<file path="config.mk">
export PLATFORM = sky130hd
export DESIGN_NAME = hilo_div_unit
export DESIGN_NICKNAME = d
export VERILOG_FILES = /design/src/rtl/hilo_div_unit.sv
export SDC_FILE = /design/constraint.sdc
export NUM_CORES = 1
export LEC_CHECK = 0
export ABC_AREA = 0
export BUFFER_PORTS_ARGS = -buffer_cell sky130_fd_sc_hd__buf_2
export CAP_MARGIN = 20
export CORE_MARGIN = 10
export CORE_UTILIZATION = 51
export DETAILED_ROUTE_END_ITERATION = 10
export PLACE_DENSITY = 0.71
export SLEW_MARGIN = 30
export SYNTH_ARGS = -nofsm -noshare
export SYNTH_HDL_FRONTEND = slang
export SYNTH_SLANG_ARGS = --single-unit
</file>
<file path="constraint.sdc">
create_clock -name clk -period 7.65 [get_ports clk]
set_clock_uncertainty 0.15 [all_clocks]
set_input_delay 0.765 -clock clk [delete_from_list [all_inputs] [get_ports clk]]
set_output_delay 0.765 -clock clk [all_outputs]
set_load 0.01 [all_outputs]
</file>
<file path="src/rtl/hilo_div_unit.sv">
// hilo_div_unit: iterative 32-bit radix-2 restoring divider serving DIV/DIVU
// for the HILO functional unit. Fixed 33-cycle latency for nonzero divisors,
// result presented as {remainder, quotient} with a start/ready handshake.
module hilo_div_unit #(
  parameter int WIDTH = 32
) (
  input  logic               clk,
  input  logic               resetn,
  input  logic               signed_div_i,
  input  logic [WIDTH-1:0]   opdata1_i,
  input  logic [WIDTH-1:0]   opdata2_i,
  input  logic               start_i,
  input  logic               annul_i,
  output logic [2*WIDTH-1:0] result_o,
  output logic               ready_o
);

  typedef enum logic [1:0] {
    S_IDLE    = 2'b00,
    S_DIVZERO = 2'b01,
    S_ON      = 2'b10,
    S_END     = 2'b11
  } state_t;

  state_t             state_reg, state_next;
  logic [4:0]         cnt_reg;
  logic [2*WIDTH:0]   work_reg;
  logic [WIDTH-1:0]   divisor_reg;
  logic               sdiv_reg, sign1_reg, sign2_reg;

  logic [WIDTH-1:0]   dvd_mag, dvs_mag;
  logic [2*WIDTH:0]   shifted, step;
  logic [WIDTH:0]     diff;
  logic [WIDTH-1:0]   quot_fix, rem_fix;
  logic               last_step;

  // Operand magnitudes: negate only when signed and negative; -2^31 stays
  // representable because magnitudes live in the unsigned 32-bit space.
  always_comb begin
    dvd_mag = (signed_div_i && opdata1_i[WIDTH-1]) ? (~opdata1_i + 1'b1) : opdata1_i;
    dvs_mag = (signed_div_i && opdata2_i[WIDTH-1]) ? (~opdata2_i + 1'b1) : opdata2_i;
  end

  // One restoring step: shift left, trial-subtract the divisor from the top
  // 33 bits, keep the difference and set the quotient bit when it fits.
  always_comb begin
    shifted = work_reg << 1;
    diff    = shifted[2*WIDTH:WIDTH] - {1'b0, divisor_reg};
    step    = shifted;
    if (shifted[2*WIDTH:WIDTH] >= {1'b0, divisor_reg}) begin
      step = {diff, shifted[WIDTH-1:1], 1'b1};
    end
    quot_fix  = (sdiv_reg && (sign1_reg != sign2_reg)) ? (~step[WIDTH-1:0] + 1'b1)
                                                       : step[WIDTH-1:0];
    rem_fix   = (sdiv_reg && sign1_reg) ? (~step[2*WIDTH-1:WIDTH] + 1'b1)
                                        : step[2*WIDTH-1:WIDTH];
    last_step = (cnt_reg == 5'd31);
  end

  // Next-state logic for the handshake FSM.
  always_comb begin
    state_next = state_reg;
    case (state_reg)
      S_IDLE: begin
        if (start_i && !annul_i) begin
          state_next = (opdata2_i == '0) ? S_DIVZERO : S_ON;
        end
      end
      S_DIVZERO: state_next = S_END;
      S_ON: begin
        if (annul_i) begin
          state_next = S_IDLE;
        end else if (last_step) begin
          state_next = S_END;
        end
      end
      S_END: begin
        if (!start_i) begin
          state_next = S_IDLE;
        end
      end
      default: state_next = S_IDLE;
    endcase
  end

  // State register.
  always_ff @(posedge clk) begin
    if (!resetn) begin
      state_reg <= S_IDLE;
    end else begin
      state_reg <= state_next;
    end
  end

  // Datapath: operand capture, iteration, sign correction and output regs.
  always_ff @(posedge clk) begin
    if (!resetn) begin
      cnt_reg     <= '0;
      work_reg    <= '0;
      divisor_reg <= '0;
      sdiv_reg    <= 1'b0;
      sign1_reg   <= 1'b0;
      sign2_reg   <= 1'b0;
      result_o    <= '0;
      ready_o     <= 1'b0;
    end else begin
      case (state_reg)
        S_IDLE: begin
          if (start_i && !annul_i && (opdata2_i != '0)) begin
            cnt_reg     <= '0;
            work_reg    <= {{(WIDTH+1){1'b0}}, dvd_mag};
            divisor_reg <= dvs_mag;
            sdiv_reg    <= signed_div_i;
            sign1_reg   <= opdata1_i[WIDTH-1];
            sign2_reg   <= opdata2_i[WIDTH-1];
          end
        end
        S_DIVZERO: begin
          result_o <= '0;
        end
        S_ON: begin
          if (annul_i) begin
            cnt_reg <= '0;
          end else begin
            work_reg <= step;
            cnt_reg  <= cnt_reg + 5'd1;
            if (last_step) begin
              result_o <= {rem_fix, quot_fix};
            end
          end
        end
        S_END: begin
          if (start_i) begin
            ready_o <= 1'b1;
          end else begin
            ready_o  <= 1'b0;
            result_o <= '0;
          end
        end
        default: ;
      endcase
    end
  end

endmodule
</file>
==> results.txt, run 1 <==
----------------------------------------------------
[Global routing]
  Initial antenna violation count ... 0
  Global router's overall resource usage ... 0.257
  Aggregate global routing overflow ... 0
  Number of global-route vias before repair ... 10700
  First-pass GRT wire length ... 60.8 mm
  Maximum number of pins on one net before global-route repair ... 97

[CTS]
  CTS Buf Count ... 17
  Clk_lat worst skew ... 0.44 ns
  Number of hold-repair buffers added at the cts stage ... 0
  Buffers inserted during post-CTS setup optimization ... 0
  TritonCTS clock tree ... yes
  Count of instances resized after the clock tree is built ... 0
  CTS clock-pin slew for the worst setup and hold paths ... 0.08 ns
  Clock Sinks ... 171
  Maximum root-to-sink buffer count ... 2
  H-tree level count ... 4
  Root buffer cell ... clkbuf_16

[Logic synthesis]
  Register area share after synthesis ... 0.291
  Total nets after synthesis ... 1686
  Share of synthesized flip-flops with an asynchronous set or reset ... 0
  Number of enable-type register cells in the synthesized netlist ... 0
  Area of the mapped netlist ... 11800 sq um
  Post-synthesis cell type count ... 84
  Per-instance average area after synthesis ... 7.46 sq um
  Register bit count reported by yosys ... 171
  Top_reg_cell synth ... dfxtp_1
  Number of cells produced by synthesis ... 1578
  Total of warnings raised by yosys ... 0

[Place]
  DP Worst Slack ... 2.30 ns
  Number of input and output port buffers inserted ... 133
  Detail Placement HPWL ... 28.8 mm
  Final estimated routing congestion in global placement ... 0.985

[Layout]
  Fill cell instance count of the final layout ... 2206
  Area taken by multi-input logic gates ... 7760 sq um
  Fraction of final layout cells with drive strength greater than 1 ... 0.132
  Utilization after layout ... 0.577
  Layout overhead on the synthesized area ... 11.3%
  Post-layout nets ... 1752
  Register area ... 3420 sq um
  Most frequent standard cell in the layout excluding fill and tap cells ... nor2_1
  Leading cell types in the layout, fill and taps excluded ... nor2_1, dfxtp_1, a21oi_1

[Critical path]
  Reg2Reg Depth ... 17
  Cell depth of the worst setup path ... 17
  Worst path slowest cell ... a211o_1
  Worst setup EP type ... flip-flop
  Critical Path AT ... 5.68 ns
  Worst Path Max Fanout ... 24
  Crit-path cells ... ha_1, a21oi_2, o21ai_1, a21o_1, a221oi_4, a211o_1, nand2_4, mux2i_1, ha_1, nand2_1, or4_1, a21oi_2, o2bb2a_4, and4b_1, nand4_1, nor3b_1, o31ai_1
  Worst setup path class ... reg2reg
  Req. time, crit path ... 7.85 ns
  Worst path max stage delay ... 0.66 ns
  Number of buffer and inverter stages on the critical path ... 0
  Element type at the critical path start ... flip-flop
  Category of cells accounting for the largest share of critical-path delay ... compound AO/OA/AOI/OAI gates

[Floorplan]
  Number of primary I/O pins ... 134
  Die outline area ... 29600 sq um
  Standard-cell rows ... 55
  Area of the core ... 22700 sq um
  Height of the chip ... 172 microns
  Die width ... 172 microns
  Initial Utilization ... 0.519

[Timing]
  Final slew viol count ... 0
  Worst rel slew slack ... 0.375
  Highest clock frequency the design can meet ... 0.182 GHz
  RSZ-0062 raised after global routing ... no
  Final critical path time including I/O delays and setup ... 5.48 ns
  Setup violation total in the final timing report ... 0
  Actual slew at the worst max-slew pin ... 0.914 ns
  Total count of hold-check failures in the final report ... 0
  Setup ws final ... 2.17 ns
  Total negative slack for setup checks ... 0 ns
  Final clock period utilization by the worst path ... 0.717

[Power]
  PD cells ... 223 nW/um^2
  Cell leakage power ... 0.00535 uW
  Max VDD drop ... 0.000114 V

[Detailed routing]
  Via count ... 11800
  Residual antenna-violating net count after detailed routing ... 0
  Post-route DRC violation count ... 0
  Wire length reported by the detailed router ... 38.7 mm
  DR WL/cell ... 19.9 microns
  Number of violations reported at the end of detailed-routing iteration 0 ... 1174
  Average vias per placed instance ... 6.08
  First drt pass iteration count ... 5

[Run status]
  Run status ... complete, no violations

[Min path]
  Cell count of the worst hold path ... 2
  Hold crit path type ... reg2reg

[Run]
  Maximum capacitance violations ... 0

----------------------------------------------------
==> stage by stage <==
| step | cells | cell area [sq um] | total power, uW | hold slack (ns) |
|---|---|---|---|---|
| floorplan | 1578 | 11800 | 1760 | 0.273 |
| global placement | 1910 | 12500 | 2020 | 0.280 |
| detailed placement | 1910 | 12500 | 2030 | 0.286 |
| CTS | 1942 | 13100 | 2910 | 0.297 |
| global route | 1942 | 13100 | 3070 | 0.326 |
| finish | 1943 | 13100 | 2920 | 0.294 |
==> power by group <==
| part | switching, uW | total [uW] | internal (uW) |
|---|---|---|---|
| combinational | 692 | 1080 | 385 |
| sequential | 36.9 | 961 | 924 |
| clock | 439 | 883 | 444 |
| total | 1170 | 2920 | 1750 |
==> logic make-up after synthesis <==
kind of cell	share of synthesized area
adder cells (fa/ha/maj)	0.0421
AND/OR/NAND/NOR	0.228
AO/OA/AOI/OAI	0.264
multiplexers	0.0207
buffers and inverters	0.0539
flip-flops	0.291
XOR/XNOR	0.100
==> tightest hold or removal path, cell delays in order, from the launching register on <==
cell and delay [ns]:
dfxtp_1 0.31, nand2_1 0.05, o21ai_1 0.05
==> Yosys cell counts, types with 5 or more instances <==
cell	instances	area, sq um
nor2_1	275	1030
and2_1	20	125
dfxtp_1	171	3420
nand3_1	24	120
nor4_1	16	100
o31ai_1	14	105
clkbuf_1	66	248
o21ai_0	65	325
o41ai_1	5	43.8
a22oi_1	44	330
a21oi_2	5	43.8
xor2_1	66	578
o21a_1	8	60.1
ha_1	38	475
buf_2	21	105
nor2b_1	6	37.5
mux2i_1	21	210
and3_1	6	37.5
a31oi_1	44	275
buf_1	6	22.5
a211oi_1	68	510
nand2_1	118	443
o21ai_1	8	40.0
nand2b_1	13	81.3
nand4_1	14	87.6
a21oi_1	137	686
o211ai_1	8	60.1
nor3_1	36	180
a21o_1	12	90.1
nand3b_1	7	52.6
or4_1	8	60.1
or3_1	16	100
inv_1	55	206
xnor2_1	69	604
==> cell type report <==
class                      count  area share
inverter                      57      0.0165
sequential                   171       0.261
timing repair buffer         145      0.0579
tap                          285      0.0272
clock inverter                14      0.0112
antenna                        1    0.000191
clock buffer                  18      0.0335
multi-input combinational   1252       0.592
==> final timing paths <==
check,start,end,slack [ns]
worst min-delay path,result_o[55],result_o[55],0.29
worst max-delay path,work_reg[43],result_o[60],2.17
worst max register to register,work_reg[43],result_o[60],2.17
worst min register to register,result_o[55],result_o[55],0.29
==> per-layer routing <==
metal	track usage	share of wire
met1	0.387	0.48
met3	0.0404	0.079
met2	0.372	0.42
met4	0.0615	0.013
met5	0	0
No activity file was read; power rests on OpenSTA's default activity.
==> run 2, diff against run 1 <==
- clock period: 7.65 -> 5.3 ns (I/O delays scaled with it)
==> run 2 against run 1 <==
  * Count of clock-buffer cells in the layout is 1 lower
  * First-iteration DRC count is 7.1% higher
  * Sequential power rose by 45%
  * Highest routed layer unchanged
  * Die area did not move
  * Worst setup slack worse by 1.8 ns
  * Non-clock buffer count increased by 10
  * Via count rose by 0.63%
  * Global-route usage down 0.23 points
  * Combinational power increased by 46%
  * Hold slack got worse by 0.069 ns
  * Clock power up 51%
  * Flip-flop and latch count stayed put
==> results.txt, run 2 (same netlist as run 1, synthesis figures left out) <==
----------------------------------------------------
[Critical path]
  Worst path slowest cell ... nor4_1
  Crit-path cells ... inv_1, ha_1, nand2_1, nor4_1, nand4_1, and3_1, nor2b_1, nand2_4, mux2i_1, ha_1, nand2_1, or4_1, a21oi_2, o2bb2a_4, and4b_1, nand4_1, nor3b_1, o31ai_1
  Reg-to-reg startpoint ... divisor_reg[25]
  Worst setup EP type ... flip-flop
  Worst setup path class ... reg2reg
  Worst path max stage delay ... 0.49 ns (-0.17 ns)
  Critical Path AT ... 5.10 ns (-0.58 ns)
  Req. time, crit path ... 5.51 ns (-2.34 ns)
  Critical Path Source ... divisor_reg[25]
  Worst Path Max Fanout ... 15 (-38%)
  Element type at the critical path start ... flip-flop

[Detailed routing]
  Average vias per placed instance ... 6.09 (+0.17%)
  Post-route DRC violation count ... 0 (unchanged)
  Via count ... 11900 (+0.63%)
  Number of violations reported at the end of detailed-routing iteration 0 ... 1257 (+7.1%)
  DR WL/cell ... 19.7 microns (-1.1%)
  Residual antenna-violating net count after detailed routing ... 0 (unchanged)
  Wire length reported by the detailed router ... 38.5 mm (-0.65%)
  First drt pass iteration count ... 5 (unchanged)

[Power]
  Relative contribution of the clock network to total power ... 0.310 (+0.008)
  Cell leakage power ... 0.00542 uW (+1.2%)
  Net switching power of the design ... 1710 uW (+47%)
  Max VDD drop ... 0.000214 V (+88%)
  Sequential share of power ... 0.323 (-0.006)
  Switching share of power ... 0.399 (-0.00120)
  Int Pwr ... 2580 uW (+47%)
  PD cells ... 325 nW/um^2 (+46%)
  Combinational fraction of design power ... 0.367 (-0.002)

[Timing]
  Actual slew at the worst max-slew pin ... 0.988 ns (+0.0736 ns)
  Highest clock frequency the design can meet ... 0.204 GHz (+12%)
  Worst rel slew slack ... 0.339 (-0.0357)
  Final clock period utilization by the worst path ... 0.923 (+0.206)
  Final critical path time including I/O delays and setup ... 4.89 ns (-0.590 ns)
  Total negative slack for setup checks ... 0 ns (unchanged)
  Setup violation total in the final timing report ... 0 (unchanged)
  Final slew viol count ... 0 (unchanged)
  RSZ-0062 raised after global routing ... no
  Total count of hold-check failures in the final report ... 0 (unchanged)

[Floorplan]
  Initial Utilization ... 0.519 (unchanged)
  Standard-cell rows ... 55 (unchanged)
  Height of the chip ... 172 microns (unchanged)
  Die width ... 172 microns (unchanged)
  Number of primary I/O pins ... 134 (unchanged)
  Die outline area ... 29600 sq um (unchanged)
  Area of the core ... 22700 sq um (unchanged)

[Place]
  Area post-placement ... 12600 sq um (+0.55%)
  Detail Placement HPWL ... 28.8 mm (+0.13%)
  Number of input and output port buffers inserted ... 133 (unchanged)
  Final estimated routing congestion in global placement ... 0.979 (-0.62%)

[Layout]
  Leading cell types in the layout, fill and taps excluded ... nor2_1, dfxtp_1, a21oi_1
  Utilization after layout ... 0.581 (+0.00435)
  Layout overhead on the synthesized area ... 12.1%
  Post-layout nets ... 1762 (+0.57%)
  Fill cell instance count of the final layout ... 2173 (-1.5%)
  N_diodes ... 0 (-1)
  Fraction of final layout cells with drive strength greater than 1 ... 0.136 (+0.00461)
  Final Cell Area ... 13200 sq um (+0.75%)
  Most frequent standard cell in the layout excluding fill and tap cells ... nor2_1

[Global routing]
  Global router's overall resource usage ... 0.255 (-0.00233)
  Initial antenna violation count ... 0 (unchanged)
  First-pass GRT wire length ... 60.3 mm (-0.78%)
  Maximum number of pins on one net before global-route repair ... 86 (-11%)
  Number of global-route vias before repair ... 10800 (+0.99%)
  Aggregate global routing overflow ... 0 (unchanged)

[CTS]
  Clk_lat worst skew ... 0.44 ns (about the same)
  Count of instances resized after the clock tree is built ... 0 (unchanged)
  TritonCTS clock tree ... yes
  Clock Sinks ... 171 (unchanged)
  Maximum root-to-sink buffer count ... 2 (unchanged)
  Buffers inserted during post-CTS setup optimization ... 0 (unchanged)
  Number of hold-repair buffers added at the cts stage ... 0 (unchanged)
  Root buffer cell ... clkbuf_16
  H-tree level count ... 4 (unchanged)
  CTS clock-pin slew for the worst setup and hold paths ... 0.08 ns (about the same)
  CTS Buf Count ... 17 (unchanged)

[Min path]
  Worst min-delay path startpoint ... start_i
  Hold crit path type ... in2reg

[Run]
  Maximum capacitance violations ... 0 (unchanged)

[Run status]
  Run status ... complete, no violations

----------------------------------------------------
-- run 2: cell count changes in the layout (fill, tap and decap cells not counted), sizes merged --
cell / before / now
clkinvlp: 3 / 1
clkbuf: 18 / 17
buf: 145 / 155
bufinv: 0 / 1
clkinv: 4 / 6
diode: 1 / 0
-- run 2: cell type report --
class	instances	area, sq um	share of cell area
multi-input combinational	1252	7750	0.587
sequential	171	3420	0.259
timing repair buffer	155	831	0.0629
clock buffer	17	425	0.0322
tap	285	357	0.0270
inverter	57	216	0.0164
clock inverter	15	199	0.0151
-- run 2: stage by stage --
| step | total power [uW] | setup WS (ns) | hold WS [ns] | instances |
|---|---|---|---|---|
| final | 4300 | 0.408 | 0.225 | 1952 |
| after detailed placement | 2940 | 0.520 | 0.289 | 1920 |
| after CTS | 4260 | 0.503 | 0.220 | 1952 |
| after global placement | 2930 | 0.638 | 0.282 | 1920 |
| after floorplan | 2540 | 0.852 | 0.273 | 1578 |
| after global routing | 4490 | 0.143 | 0.235 | 1952 |
-- run 2: metal layers --
layer  global-route usage  vias to the layer above  part of all wire
met3               0.0326                       42             0.070
met1                0.382                     5574              0.49
met2                0.377                      478              0.43
met4               0.0588                        0             0.013
li1                     -                     5801                 -
met5                    0                        -                 0
-- run 2: final timing paths --
check	cells past startpoint	endpoint	slack [ns]
setup / recovery	18	result_o[60]	0.41
hold / removal	3	ready_o	0.23
setup reg to reg	18	result_o[60]	0.41
hold reg to reg	2	result_o[51]	0.30
-- run 2: critical path: cells and delay by family, from the launching register on --
family          cells  cell delay (ns)
buf+inv             1             0.05
flops               1             0.34
mux                 1             0.34
simple gates       11             2.61
compound gates      3             0.60
fa+ha+maj           2             0.71
-- run 2: power groups by stage --
stage          clock network (uW)  registers [uW]  logic (uW)
2_1_floorplan                   0            1400        1150
3_3_place_gp                    0            1410        1520
3_5_place_dp                    0            1410        1530
4_1_cts                      1340            1380        1540
5_1_grt                      1400            1390        1700
6_report                     1330            1390        1580
